$ cat config.mk
export PLATFORM = sky130hd
export DESIGN_NAME = msk_share_encoder
export DESIGN_NICKNAME = d
export VERILOG_FILES = /design/src/rtl/msk_pkg.sv /design/src/rtl/msk_fifo2.sv /design/src/rtl/msk_share_encoder.sv
export SDC_FILE = /design/constraint.sdc
export NUM_CORES = 1
export LEC_CHECK = 0
export BUFFER_PORTS_ARGS = -buffer_cell sky130_fd_sc_hd__buf_4
export CAP_MARGIN = 25
export CORE_ASPECT_RATIO = 0.8
export CORE_MARGIN = 2
export CORE_UTILIZATION = 52
export CTS_CLUSTER_DIAMETER = 200
export DETAILED_ROUTE_END_ITERATION = 7
export GPL_TIMING_DRIVEN = 0
export PLACE_DENSITY = 0.81
export SETUP_SLACK_MARGIN = 0.05
export SLEW_MARGIN = 10
export SYNTH_ARGS = -nofsm -noshare
export SYNTH_HDL_FRONTEND = slang
export SYNTH_HIERARCHICAL = 1
export SYNTH_SLANG_ARGS = --single-unit
export TNS_END_PERCENT = 50
$ cat constraint.sdc
create_clock -name clk -period 2.3 [get_ports clk]
set_clock_uncertainty 0.05 [all_clocks]
set_input_delay 0.115 -clock clk [delete_from_list [all_inputs] [get_ports clk]]
set_output_delay 0.115 -clock clk [all_outputs]
set_load 0.02 [all_outputs]
$ cat src/rtl/msk_pkg.sv
// Shared constants and helpers for the masking front end.
// Share-bit indexing and randomness sizing live here so all users agree.
package msk_pkg;

  localparam int unsigned QDEPTH = 2;

  function automatic int unsigned share_idx(
    input int unsigned i,
    input int unsigned j,
    input int unsigned d
  );
    return i * d + j;
  endfunction

  function automatic int unsigned rnd_width(
    input int unsigned d,
    input int unsigned w
  );
    return (d - 1) * w;
  endfunction

endpackage

$ cat src/rtl/msk_fifo2.sv
// Two-entry valid/ready queue with zeroize; popped slots are cleared
// so no stale sharing lingers in storage.
module msk_fifo2
  import msk_pkg::*;
#(
  parameter int unsigned P = 16
) (
  input  logic         clk,
  input  logic         rst_n,
  input  logic         zeroize,
  input  logic         in_valid,
  output logic         in_ready,
  input  logic [P-1:0] in_data,
  output logic         out_valid,
  input  logic         out_ready,
  output logic [P-1:0] out_data
);

  logic [1:0]                  count_q, count_d;
  logic                        head_q, head_d;
  logic                        tail_q, tail_d;
  logic [QDEPTH-1:0][P-1:0]    mem_q, mem_d;
  logic                        push, pop;

  assign in_ready  = rst_n & ~zeroize & (count_q < 2'(QDEPTH));
  assign out_valid = rst_n & (count_q != 2'd0);
  assign out_data  = out_valid ? mem_q[head_q] : '0;
  assign push      = in_valid & in_ready;
  assign pop       = out_valid & out_ready;

  always_comb begin
    count_d = count_q;
    head_d  = head_q;
    tail_d  = tail_q;
    mem_d   = mem_q;
    if (pop) begin
      mem_d[head_q] = '0;
      head_d        = ~head_q;
    end
    if (push) begin
      mem_d[tail_q] = in_data;
      tail_d        = ~tail_q;
    end
    count_d = count_q + 2'(push) - 2'(pop);
    if (zeroize) begin
      count_d = '0;
      head_d  = 1'b0;
      tail_d  = 1'b0;
      mem_d   = '0;
    end
  end

  always_ff @(posedge clk) begin
    if (!rst_n) begin
      count_q <= '0;
      head_q  <= 1'b0;
      tail_q  <= 1'b0;
      mem_q   <= '0;
    end else begin
      count_q <= count_d;
      head_q  <= head_d;
      tail_q  <= tail_d;
      mem_q   <= mem_d;
    end
  end

endmodule

$ cat src/rtl/msk_share_encoder.sv
// Turns plaintext words into D-share Boolean sharings using fresh
// randomness; share 0 is formed combinationally and stored masked only.
module msk_share_encoder
  import msk_pkg::*;
#(
  parameter  int unsigned D  = 2,
  parameter  int unsigned W  = 8,
  localparam int unsigned RW = rnd_width(D, W)
) (
  input  logic           clk,
  input  logic           rst_n,
  input  logic           in_valid,
  output logic           in_ready,
  input  logic [W-1:0]   in_data,
  input  logic           rnd_valid,
  output logic           rnd_ready,
  input  logic [RW-1:0]  rnd,
  input  logic           zeroize,
  output logic           out_valid,
  input  logic           out_ready,
  output logic [W*D-1:0] out_shares
);

  logic [W-1:0]   share0;
  logic [W*D-1:0] shares;
  logic           q_ready;

  always_comb begin
    share0 = in_data;
    for (int unsigned j = 1; j < D; j++)
      share0 = share0 ^ rnd[(j-1)*W +: W];
  end

  // Bit-interleave: bit i of share j lands at i*D+j.
  always_comb begin
    shares = '0;
    for (int unsigned i = 0; i < W; i++) begin
      shares[share_idx(i, 0, D)] = share0[i];
      for (int unsigned j = 1; j < D; j++)
        shares[share_idx(i, j, D)] = rnd[(j-1)*W + i];
    end
  end

  assign in_ready  = q_ready & rnd_valid;
  assign rnd_ready = q_ready & in_valid;

  msk_fifo2 #(
    .P (W*D)
  ) u_fifo (
    .clk       (clk),
    .rst_n     (rst_n),
    .zeroize   (zeroize),
    .in_valid  (in_valid & rnd_valid),
    .in_ready  (q_ready),
    .in_data   (shares),
    .out_valid (out_valid),
    .out_ready (out_ready),
    .out_data  (out_shares)
  );

endmodule

Word level (Yosys, flattened, before mapping)
Index checks and enable logic that the tools add are counted.
{"block": "word_totals", "register_bits": 36, "inputBits": 22, "output_inout_bits": 19, "elab_cells": 41}
{"block": "classes", "n_addsub": 2, "n_lt_le_gt_ge": 5, "n_mux": 10, "bitwise_logic": 15, "n_reduce_logical": 4}
{"operator": "16-bit two-way mux", "count": 5}
{"operator": "32-bit two-way mux", "count": 2}
{"operator": "32-bit AND", "count": 1}
{"operator": "32-bit bitwise mux", "count": 1}
{"operator": "16-bit demux with 1-bit select", "count": 2}
{"operator": "32-bit inverter", "count": 1}
{"operator": "1-bit AND", "count": 8}
{"operator": "8-bit XOR", "count": 1}
{"operator": "1-bit by 2-bit less-than comparator with 1-bit output, second input constant", "count": 2}
{"operator": "1-bit inverter", "count": 4}
{"operator": "2-bit by 1-bit adder with 2-bit output", "count": 1}
{"operator": "1-bit >= comparator, second input constant", "count": 2}
{"operator": "1-bit logical AND", "count": 2}
{"operator": "2-bit less-than comparator, second input constant", "count": 1}
{"operator": "2-bit nonzero test", "count": 1}
{"operator": "2-bit OR reduction", "count": 1}
{"operator": "2-bit by 1-bit subtractor with 2-bit output", "count": 1}

Logic depth before layout (Yosys ltp)
Gate-level depths: netlist of the first run.
{"block": "depth", "ltp_word": 9, "mapped_depth": 9}

By module
Netlist of the first run, hierarchy kept.
{"mod": "msk_fifo2", "instances": 1, "cells_per_inst": 138, "area_each_um2": 1574.0}
{"mod": "msk_share_encoder", "instances": 1, "cells_per_inst": 11, "area_each_um2": 88.8}

Least setup slack after synthesis of the first run
No wires, ideal clock.
{"block": "synth_timing", "path_type": "reg-to-reg", "startpoint": "reg u_fifo.count_q[1]", "endpoint": "reg u_fifo.count_q[1]", "setup_ps": 78, "t_arrival_ps": 1613, "required_ps": 2172, "slack_ps": 560, "stages_incl_launch_ff": 9, "path_cell_list": "dfxtp_1 and4bb_4 inv_4 ha_1 inv_1 ha_1 xor2_1 and2_1 nor3_1"}
{"block": "synth_between", "elab_chain_cells": 5, "word_cells_on_any_way": 8, "classes_between": "2 x add/sub; 1 x order compare; 4 x bitwise; 1 x reduce/logical"}
{"element": "from (decl)", "line_no": "msk_fifo2.sv:19", "text": "logic [1:0] count_q, count_d;"}
{"element": "from (signal assigned)", "line_no": "msk_fifo2.sv:60", "text": "count_q <= count_d;"}
{"element": "2-bit less-than comparator", "line_no": "msk_fifo2.sv:25", "text": "assign in_ready = rst_n & ~zeroize & (count_q < 2'(QDEPTH));"}
{"element": "1-bit AND", "line_no": "msk_fifo2.sv:25"}
{"element": "1-bit AND", "line_no": "msk_fifo2.sv:28", "text": "assign push = in_valid & in_ready;"}
{"element": "2-bit by 1-bit adder with 2-bit output", "line_no": "msk_fifo2.sv:44", "text": "count_d = count_q + 2'(push) - 2'(pop);"}
{"element": "2-bit by 1-bit subtractor with 2-bit output (*)", "line_no": "msk_fifo2.sv:44"}
Mark *: on every way between the ends. The rest lies on a longest branch, timed or not.
A chain may end at the register's enable or synchronous reset.

Worst setup path after layout of the first run
{"block": "layout_timing", "startpoint": "reg u_fifo.count_q[1]", "endpoint": "out out_shares[12]"}
{"block": "layout_between", "elab_chain_cells": 3}
{"element": "2-bit nonzero test", "line_no": "msk_fifo2.sv:26", "text": "assign out_valid = rst_n & (count_q != 2'd0);"}
{"element": "1-bit AND", "line_no": "msk_fifo2.sv:26"}
{"element": "16-bit two-way mux", "line_no": "msk_fifo2.sv:27", "text": "assign out_data = out_valid ? mem_q[head_q] : '0;"}
{"element": "to (decl)", "line_no": "msk_share_encoder.sv:21", "text": "output logic [W*D-1:0] out_shares"}
No other way between the ends.

==> metrics.yaml, run 1 <==
timing:
  rsz0062_at_grt: "no"
  worst_pin_slew_ps: 689.5
  drv_slew: 0
  max_freq_mhz: 468.8
  final.period_utilization: 0.9274
  slew_headroom: 0.5373
  whs_ps: 13.17
  fin_ws_ps: 167.1
  final.setup.tns_ps: 0
  setup-violations-final: 0
  hold_viol: 0
  fin_crit_ps: 2133
worst_setup_path:
  arrival_ps: 1970
  regToRegStartpoint: "u_fifo/count_q[1]$_SDFF_PP0_"
  slowest_delay_ps: 570
  startpoint_type: "register"
  critPathRequiredTime_ps: 2130
  cp_max_fo: 10
  crit_buf_inv: 2
  cpMaxStageDelayCell: "o21ai_1"
  r2r_cells: 8
  critPathKind: "register to primary output"
  worstReg2RegEnd: "u_fifo/count_q[1]$_SDFF_PP0_"
  cp-end-kind: "primary output"
  r2r_slack_ps: 440
  crit_family: "buffers and inverters"
  path_cells: "o21ai_1, clkbuf_1, nor2_1, buf_4"
routing:
  wl_per_cell_um: 15.97
  postRouteAntennaNets: 0
  num_vias: 1381
  drt_drc_violations_left: 0
  via_per_inst: 5.827
  totalWireLength_um: 3786
  drt_pass1_iterations: 5
  drt-initial-drc-count: 104
floorplanning:
  dieArea_um2: 3669
  die_w_um: 67.23
  num_rows: 18
  coreArea_um2: 3063
  die_h_um: 54.58
  start_util: 0.5429
  top_level_ports: 41
finish:
  final_util: 0.6867
  antennaDiodeCount: 0
  final_cell_area_um2: 2103
  drive_gt1_frac: 0.4061
  nNetsFinal: 220
  area_growth_pct: 26.49
  final_cells: 237
min_path:
  hold_path.class: "primary input to register"
  min-delay-start: "rnd[3]"
  holdPathStages: 2
  min_to: "u_fifo/mem_q[7]$_SDFF_PP0_"
synth:
  ys_ff_latch: 36
  avgSynthCellArea_um2: 11.16
  synth_fp_nets: 173
  async_flop_share: 0
  netlist_top_cells_count: "dfxtp_1, a32o_2, nor2_1"
  yosysUniqueCellTypes: 23
  synth_enable_flop_cells: 0
  synth_top_area_cell: "dfxtp_1"
  synth_warnings: 6
  synth_top_area_frac: 0.4334
  yosysMostFrequentCell: "dfxtp_1"
  synthFlopType: "dfxtp_1"
  syn_inst: 149
  synthTopCellsByArea: "dfxtp_1, a32o_2, mux2i_1"
  ys_seq_area_frac: 0.4334
  syn_area_um2: 1663
cts:
  root_buffer: "clkbuf_8"
  cts_buffers: 5
  clk_pin_slew_ps: 70
  cts_tree: "yes"
  cts_sinks: 36
  post_cts_resized: 0
  worstSkewPairLatency_ps: 280
  htree_levels: 2
  cts_hold_buf: 0
  post-cts-setup-buffers: 0
  clockBufferDepth: 2
power_and_ir_drop:
  total_power_mw: 1.196
  ir_drop_uv: 463.4
  power.leakage_nw: 0.9536
  cellPowerDensity_nw_per_um2: 568.4
place:
  pre_cts_ws_ps: 464.1
  postPlaceCellArea_um2: 2013
  dpl.hpwl_um: 2732
  place.gp.congestion: 0.7465
  dp_cells: 229
  port_buffers: 40
global_routing:
  grt_start_max_net_pins: 11
  grt_pass1_wl_um: 6051
  grt_usage: 0.2290
  gr-total-overflow: 0
  grt_pass1_vias: 1314
  antenna_found_initial: 0
flow_run:
  maxCapViolCount: 0
outcome:
  status: "completed"
-- layout make-up --
type,instances,area [um^2]
Fill cell,248,959.7
Multi-Input combinational cell,97,853.3
Sequential cell,36,720.7
Timing Repair Buffer,40,300.3
Clock buffer,8,90.09
Buffer,11,67.56
Tap cell,40,50.05
Inverter,5,21.27
-- report_power, final --
| group | leakage [nW] | internal, mW | switching (mW) | total (mW) |
|---|---|---|---|---|
| combinational | 0.617 | 0.0513 | 0.0544 | 0.106 |
| clock | 0.0455 | 0.244 | 0.207 | 0.451 |
| sequential | 0.291 | 0.633 | 0.00613 | 0.639 |
-- worst max-delay path by stage --
stage / from / end / slack [ps] / cells after the start
floorplan: u_fifo/count_q[1]$_SDFF_PP0_ / u_fifo/count_q[1]$_SDFF_PP0_ / 560 / 8
global placement: u_fifo/count_q[1]$_SDFF_PP0_ / out_shares[12] / 510 / 4
detailed placement: u_fifo/count_q[1]$_SDFF_PP0_ / u_fifo/count_q[1]$_SDFF_PP0_ / 460 / 8
CTS: u_fifo/count_q[1]$_SDFF_PP0_ / out_shares[12] / 160 / 4
global route: u_fifo/count_q[1]$_SDFF_PP0_ / out_shares[6] / 50 / 4
finish: u_fifo/count_q[1]$_SDFF_PP0_ / out_shares[12] / 170 / 4
-- flip-flops by register name (all words and copies together) (netlist names) --
register	count
u_fifo/count_q	2
u_fifo/head_q	1
u_fifo/mem_q	32
u_fifo/tail_q	1
-- metal layers --
metal | up-vias | routed length [um] | part of all wire | track usage
met3 | 0 | 186 | 0.049 | 0.07613
met2 | 37 | 1900 | 0.50 | 0.3911
met1 | 689 | 1699 | 0.45 | 0.2835
met5 | - | 0 | 0 | 0
met4 | 0 | 0 | 0 | 0.05102
li1 | 655 | - | - | -
-- cells in the final DEF, fill, tap and decap left out, drive strengths merged, types with 2 or more instances in the layout --
master,synthesis,final
buf,5,45
dfxtp,36,36
a32o,32,32
nor2,22,22
mux2i,16,16
clkbuf,6,14
xor2,9,9
and2,5,5
inv,5,5
nor2b,2,2
a22oi,2,2
xnor2,2,2
ha,2,2
-- logic make-up (layout without fill, tap and decap cells) --
kind of cell,count (synthesis),in the layout,share of synthesized area
AO/OA/AOI/OAI,36,36,0.2423
flip-flops,36,36,0.4334
AND/OR/NAND/NOR,32,32,0.1016
multiplexers,16,16,0.09631
buffers and inverters,16,64,0.05341
XOR/XNOR,11,11,0.05794
adder cells (fa/ha/maj),2,2,0.01505
(Power assumes the default switching activity.)
==> run 2: changes to the inputs <==
--- a/config.mk
+++ b/config.mk
@@ -8,12 +8,12 @@
 export BUFFER_PORTS_ARGS = -buffer_cell sky130_fd_sc_hd__buf_4
 export CAP_MARGIN = 25
 export CORE_ASPECT_RATIO = 0.8
-export CORE_MARGIN = 2
-export CORE_UTILIZATION = 52
+export CORE_MARGIN = 4
+export CORE_UTILIZATION = 47
 export CTS_CLUSTER_DIAMETER = 200
 export DETAILED_ROUTE_END_ITERATION = 7
 export GPL_TIMING_DRIVEN = 0
-export PLACE_DENSITY = 0.81
+export PLACE_DENSITY = 0.78
 export SETUP_SLACK_MARGIN = 0.05
 export SLEW_MARGIN = 10
 export SYNTH_ARGS = -nofsm -noshare
==> constraint.sdc (replaced) <==
create_clock -name clk -period 1.9 [get_ports clk]
set_clock_uncertainty 0.05 [all_clocks]
set_input_delay 0.095 -clock clk [delete_from_list [all_inputs] [get_ports clk]]
set_output_delay 0.095 -clock clk [all_outputs]
set_load 0.02 [all_outputs]
==> run 2 against run 1 <==
Compared with the run above: cell count up 5.5%; core utilization down 2.4 points; combinational power up 42%; hold slack better by 97 ps; register-to-register slack worse by 340 ps; first-iteration DRC count down 23%; global-route usage down 3.0 points; wire length up 20%; largest cell class unchanged; highest routed layer is now met4.
==> metrics.yaml, run 2 (synthesized netlist as in run 1, its figures left out) <==
worst_setup_path:
  arrival_ps: 1960  # was 1970 ps
  r2r_cells: 8  # unchanged
  cpMaxStageDelayCell: "dfxtp_4"  # was o21ai_1
  worstReg2RegEnd: "u_fifo/count_q[1]$_SDFF_PP0_"  # unchanged
  startpoint_type: "register"  # unchanged
  critPathRequiredTime_ps: 2060  # was 2130 ps
  regToRegStartpoint: "u_fifo/count_q[1]$_SDFF_PP0_"  # unchanged
  critPathKind: "register to register"  # was register to primary output
  r2r_slack_ps: 100  # was 440 ps
  path_cells: "and4bb_4, inv_4, ha_1, inv_2, ha_4, xor2_2, and2_4, nor3_2"  # was o21ai_1, clkbuf_1, nor2_1, buf_4
  cp-end-kind: "register"  # was primary output
  slowest_delay_ps: 370  # was 570 ps
  cp_max_fo: 7  # was 10
timing:
  fin_crit_ps: 1796
  whs_ps: 110.1  # was 13.17 ps
  hold_viol: 0  # unchanged
  final.setup.tns_ps: 0  # unchanged
  setup-violations-final: 0  # unchanged
  slew_headroom: 0.6179  # was 0.5373
  rsz0062_at_grt: "yes"  # was no
  worst_pin_slew_ps: 573.2  # was 689.5 ps
  final.period_utilization: 0.9452
  drv_slew: 0  # unchanged
  max_freq_mhz: 556.8
finish:
  nNetsFinal: 231  # was 220
  layout_commonest_cell: "buf_4"  # unchanged
  regMostFlops: "u_fifo/mem_q"  # unchanged
  largest_reg_flops: 32  # unchanged
  final_cells: 250  # was 237
  antennaDiodeCount: 0  # unchanged
  reg_top3: "u_fifo/mem_q: 32 flops, u_fifo/count_q: 2 flops"  # unchanged
  final_util: 0.6623  # was 0.6867
  area_growth_pct: 36.34  # was 26.49%
  drive_gt1_frac: 0.4423  # was 0.4061
  final_cell_mix: "buf_4, dfxtp_1, nor2_1, a32o_2, mux2i_1"  # unchanged
floorplanning:
  coreArea_um2: 3423  # was 3063 um^2
  die_h_um: 61.20  # was 54.58 um
  top_level_ports: 41  # unchanged
  die_w_um: 74.50  # was 67.23 um
  dieArea_um2: 4559  # was 3669 um^2
  start_util: 0.4857  # was 0.5429
  num_rows: 19  # was 18
routing:
  via_per_inst: 5.764  # was 5.827
  drt-initial-drc-count: 80  # was 104
  wl_per_cell_um: 18.16  # was 15.97 um
  num_vias: 1441  # was 1381
  postRouteAntennaNets: 0  # unchanged
  drt_drc_violations_left: 0  # unchanged
  drt_pass1_iterations: 5  # unchanged
  totalWireLength_um: 4541  # was 3786 um
power_and_ir_drop:
  ir_drop_uv: 332.8  # was 463.4 uV
  cellPowerDensity_nw_per_um2: 698.1  # was 568.4 nW/um^2
  power.leakage_nw: 1.012  # was 0.9536 nW
  total_power_mw: 1.583  # was 1.196 mW
place:
  dp_cells: 231  # was 229
  port_buffers: 40  # unchanged
  dpl.hpwl_um: 2849  # was 2732 um
  place.gp.congestion: 0.7760  # was 0.7465
global_routing:
  grt_pass1_vias: 1460  # was 1314
  antenna_found_initial: 0  # unchanged
  grt_usage: 0.1994  # was 0.2290
  gr-total-overflow: 0  # unchanged
  grt_pass1_wl_um: 6713  # was 6051 um
  grt_start_max_net_pins: 12  # was 11
outcome:
  status: "completed"  # unchanged
min_path:
  min-delay-start: "zeroize"  # was rnd[3]
  min_to: "u_fifo/count_q[1]$_SDFF_PP0_"  # was u_fifo/mem_q[7]$_SDFF_PP0_
  holdPathStages: 3  # was 2
  hold_path.class: "primary input to register"  # unchanged
cts:
  worstSkewPairLatency_ps: 290  # was 280 ps
  cts_tree: "yes"  # unchanged
  root_buffer: "clkbuf_8"  # unchanged
  htree_levels: 2  # unchanged
  cts_buffers: 5  # unchanged
  clk_pin_slew_ps: 70  # about the same
  clockBufferDepth: 2  # unchanged
  cts_sinks: 36  # unchanged
flow_run:
  maxCapViolCount: 0  # unchanged
run 2: cell count changes in the layout (fill, tap and decap cells not counted), sizes merged:
cell | previous run | this run
clkbuf | 14 | 13
bufinv | 0 | 1
clkinv | 0 | 1
buf | 45 | 47
dlygate4sd3 | 0 | 8
run 2: final cells by class:
cell class | count | area, um^2
buffer | 11 | 73.82
timing repair buffer | 51 | 402.9
clock inverter | 2 | 35.03
tap | 42 | 52.55
multi-input combinational | 97 | 884.6
inverter | 5 | 21.27
sequential | 36 | 724.4
clock buffer | 6 | 72.57
fill | 287 | 1156
run 2: per-stage QoR:
step           worst slack (ps)  instance area [um^2]
6_report                  104.1                  2267
3_5_place_dp              33.85                  2016
5_1_grt                   34.08                  2267
4_1_cts                   5.920                  2211
2_1_floorplan             159.7                  1663
3_3_place_gp              112.6                  2016
run 2: where the power goes:
group	leakage, nW	total, mW	internal [mW]	switching, mW
clock network	0.0552	0.661	0.389	0.272
logic	0.665	0.150	0.0755	0.0741
registers	0.292	0.772	0.764	0.00818
run 2: worst max-delay path by stage:
| stage | from | to | slack, ps | cells past startpoint |
|---|---|---|---|---|
| 3_5_place_dp | u_fifo/count_q[1]$_SDFF_PP0_ | u_fifo/count_q[1]$_SDFF_PP0_ | 30 | 8 |
| 5_1_grt | u_fifo/count_q[1]$_SDFF_PP0_ | u_fifo/count_q[1]$_SDFF_PP0_ | 30 | 8 |
| 4_1_cts | u_fifo/count_q[1]$_SDFF_PP0_ | u_fifo/count_q[1]$_SDFF_PP0_ | 6 | 8 |
| 2_1_floorplan | u_fifo/count_q[1]$_SDFF_PP0_ | u_fifo/count_q[1]$_SDFF_PP0_ | 160 | 8 |
| 6_report | u_fifo/count_q[1]$_SDFF_PP0_ | u_fifo/count_q[1]$_SDFF_PP0_ | 100 | 8 |
| 3_3_place_gp | u_fifo/count_q[1]$_SDFF_PP0_ | u_fifo/count_q[1]$_SDFF_PP0_ | 110 | 8 |
run 2: repair_timing:
action                                 4_1_cts  5_1_grt
pin swaps                                    0        3
gates resized for setup                      3        9
endpoints found under the hold margin       14        0
buffers inserted                             0        3
setup endpoints to repair                   11        5
hold buffers                                 8        0
run 2: critical path: cells and delay by family, from the launching register on:
kind                     cells  cell delay, ps
XOR/XNOR                     1             170
adder cells (fa/ha/maj)      2             450
buffers and inverters        2             110
flip-flops                   1             370
AND/OR/NAND/NOR              3             580
run 2: routing by layer:
metal	part of all wire	GRT usage	vias up	wire (um)
met2	0.53	0.3717	50	2404
met3	0.049	0.04568	9	224
met4	0.023	0.08883	0	104
li1	-	-	676	-
met1	0.40	0.2176	706	1808
met5	0	0	-	0
==> run 3: changes to the inputs <==
--- a/config.mk
+++ b/config.mk
@@ -13,6 +13,7 @@
 export CTS_CLUSTER_DIAMETER = 200
 export DETAILED_ROUTE_END_ITERATION = 7
 export GPL_TIMING_DRIVEN = 0
+export MAX_ROUTING_LAYER = met4
 export PLACE_DENSITY = 0.78
 export SETUP_SLACK_MARGIN = 0.05
 export SLEW_MARGIN = 10
==> run 3 against run 2 <==
Compared with the run above: via count grew 0.97%; register-to-register slack is essentially flat; die area is the same; clock-buffer cell count is the same; fmax is essentially flat; core utilization is the same; critical path depth is the same; critical path type unchanged; largest cell class unchanged.
==> metrics.yaml, run 3 (synthesized netlist as in run 1, its figures left out) <==
routing:
  drt_pass1_iterations: 4  # was 5
  num_vias: 1455  # was 1441
  drt_drc_violations_left: 0  # unchanged
  totalWireLength_um: 4552  # was 4541 um
  postRouteAntennaNets: 0  # unchanged
  wl_per_cell_um: 18.21  # was 18.16 um
  via_per_inst: 5.820  # was 5.764
  drt-initial-drc-count: 65  # was 80
timing:
  slew_headroom: 0.6229  # was 0.6179
  setup-violations-final: 0  # unchanged
  max_freq_mhz: 556.8  # about the same
  fin_crit_ps: 1796  # about the same
  final.setup.tns_ps: 0  # unchanged
  final.period_utilization: 0.9452  # about the same
  drv_slew: 0  # unchanged
  worst_pin_slew_ps: 565.6  # was 573.2 ps
  rsz0062_at_grt: "yes"  # unchanged
  hold_viol: 0  # unchanged
finish:
  reg_top3: "u_fifo/mem_q: 32 flops, u_fifo/count_q: 2 flops"  # unchanged
  drive_gt1_frac: 0.4423  # unchanged
  nNetsFinal: 231  # unchanged
  antennaDiodeCount: 0  # unchanged
  largest_reg_flops: 32  # unchanged
  area_growth_pct: 36.34  # unchanged
  layout_commonest_cell: "buf_4"  # unchanged
  final_util: 0.6623  # unchanged
  multiInputGateArea_um2: 884.6  # unchanged
  n_fill_cell: 287  # unchanged
  regMostFlops: "u_fifo/mem_q"  # unchanged
  layout.area.seq_um2: 724.4  # unchanged
  final_cell_mix: "buf_4, dfxtp_1, nor2_1, a32o_2, mux2i_1"  # unchanged
power_and_ir_drop:
  clkPwrFrac: 0.418  # was 0.417
  power.leakage_nw: 1.012  # unchanged
  p_comb_frac: 0.095  # was 0.094
  seqPwrFrac: 0.488  # about the same
  p_int_mw: 1.229  # about the same
  p_switching_mw: 0.3550  # was 0.3538 mW
  ir_drop_uv: 332.3  # was 332.8 uV
  p_sw_frac: 0.2241  # was 0.2235
  cellPowerDensity_nw_per_um2: 698.7  # was 698.1 nW/um^2
min_path:
  holdPathStages: 3  # unchanged
  hold_path.class: "primary input to register"  # unchanged
  min_to: "u_fifo/count_q[1]$_SDFF_PP0_"  # unchanged
  min-delay-start: "zeroize"  # unchanged
global_routing:
  grt_pass1_wl_um: 6706  # was 6713 um
  grt_pass1_vias: 1462  # was 1460
  gr-total-overflow: 0  # unchanged
  grt_start_max_net_pins: 12  # unchanged
  antenna_found_initial: 0  # unchanged
  grt_usage: 0.2058  # was 0.1994
cts:
  cts_tree: "yes"  # unchanged
  clk_pin_slew_ps: 70  # about the same
  root_buffer: "clkbuf_8"  # unchanged
  htree_levels: 2  # unchanged
  cts_buffers: 5  # unchanged
  worstSkewPairLatency_ps: 290  # about the same
  cts_sinks: 36  # unchanged
  clockBufferDepth: 2  # unchanged
floorplanning:
  dieArea_um2: 4559  # unchanged
  die_w_um: 74.50  # unchanged
  top_level_ports: 41  # unchanged
  die_h_um: 61.20  # unchanged
  coreArea_um2: 3423  # unchanged
  num_rows: 19  # unchanged
  start_util: 0.4857  # unchanged
worst_setup_path:
  worstReg2RegEnd: "u_fifo/count_q[1]$_SDFF_PP0_"  # unchanged
  critPathKind: "register to register"  # unchanged
  r2r_slack_ps: 100  # about the same
  critPathRequiredTime_ps: 2060  # about the same
  arrival_ps: 1960  # about the same
  r2r_cells: 8  # unchanged
  cp-end-kind: "register"  # unchanged
  startpoint_type: "register"  # unchanged
  cp_max_fo: 7  # unchanged
  regToRegStartpoint: "u_fifo/count_q[1]$_SDFF_PP0_"  # unchanged
outcome:
  status: "completed"  # unchanged
place:
  port_buffers: 40  # unchanged
  place.gp.congestion: 0.7866  # was 0.7760
  dpl.hpwl_um: 2849  # unchanged
flow_run:
  maxCapViolCount: 0  # unchanged
==> run 3: cell counts in the layout (fill, tap and decap cells not counted) <==
No cell type changed its count.
==> run 3: routing by layer <==
metal | track usage | vias up | share of wire
li1 | - | 679 | -
met1 | 0.2176 | 710 | 0.39
met2 | 0.3717 | 53 | 0.53
met3 | 0.04568 | 13 | 0.054
met4 | 0.08883 | 0 | 0.027
met5 | - | - | 0
==> run 3: what timing repair did <==
action | CTS | global route
cloned | 0 | 0
hold buffers | 8 | 0
resized for setup | 3 | 9
endpoints found under the hold margin | 14 | 0
buffers inserted | 0 | 3
pin swaps | 0 | 3
endpoints found under the setup margin | 11 | 5
==> run 3: per-stage QoR <==
stage          total power [mW]  cells  setup slack [ps]  hold slack, ps  area, um^2
2_1_floorplan            0.8535    149             159.7           170.8        1663
5_1_grt                   1.636    250             34.08           135.7        2267
4_1_cts                   1.593    247             5.920           112.4        2211
3_3_place_gp             0.9123    231             112.6           281.4        2016
6_report                  1.584    250             104.1           110.4        2267
3_5_place_dp             0.9177    231             33.85           285.8        2016
==> run 3: layout make-up <==
| class | instances | area share |
|---|---|---|
| Timing Repair Buffer | 51 | 0.1777 |
| Buffer | 11 | 0.03256 |
| Inverter | 5 | 0.009382 |
| Clock inverter | 2 | 0.01545 |
| Clock buffer | 6 | 0.03201 |
| Multi-Input combinational cell | 97 | 0.3902 |
| Tap cell | 42 | 0.02318 |
| Sequential cell | 36 | 0.3195 |
==> run 3: how the worst max path moves through the flow <==
| stage | startpoint | endpoint | slack (ps) | cells past startpoint |
|---|---|---|---|---|
| 2_1_floorplan | u_fifo/count_q[1]$_SDFF_PP0_ | u_fifo/count_q[1]$_SDFF_PP0_ | 160 | 8 |
| 3_3_place_gp | u_fifo/count_q[1]$_SDFF_PP0_ | u_fifo/count_q[1]$_SDFF_PP0_ | 110 | 8 |
| 3_5_place_dp | u_fifo/count_q[1]$_SDFF_PP0_ | u_fifo/count_q[1]$_SDFF_PP0_ | 30 | 8 |
| 4_1_cts | u_fifo/count_q[1]$_SDFF_PP0_ | u_fifo/count_q[1]$_SDFF_PP0_ | 6 | 8 |
| 5_1_grt | u_fifo/count_q[1]$_SDFF_PP0_ | u_fifo/count_q[1]$_SDFF_PP0_ | 30 | 8 |
| 6_report | u_fifo/count_q[1]$_SDFF_PP0_ | u_fifo/count_q[1]$_SDFF_PP0_ | 100 | 8 |
==> run 3: critical path, stage by stage, from the launching register on <==
cell      delay [ps]
dfxtp_4          370
and4bb_4         350
inv_4             60
ha_1             290
inv_2             50
ha_4             160
xor2_2           170
and2_4           140
nor3_2            90
==> run 3: power by group through the flow <==
stage | combinational [mW] | clock [mW] | sequential (mW)
after floorplan | 0.0652 | 0 | 0.788
after global placement | 0.123 | 0 | 0.789
after detailed placement | 0.128 | 0 | 0.790
after CTS | 0.143 | 0.677 | 0.773
after global routing | 0.161 | 0.702 | 0.773
final | 0.150 | 0.662 | 0.772
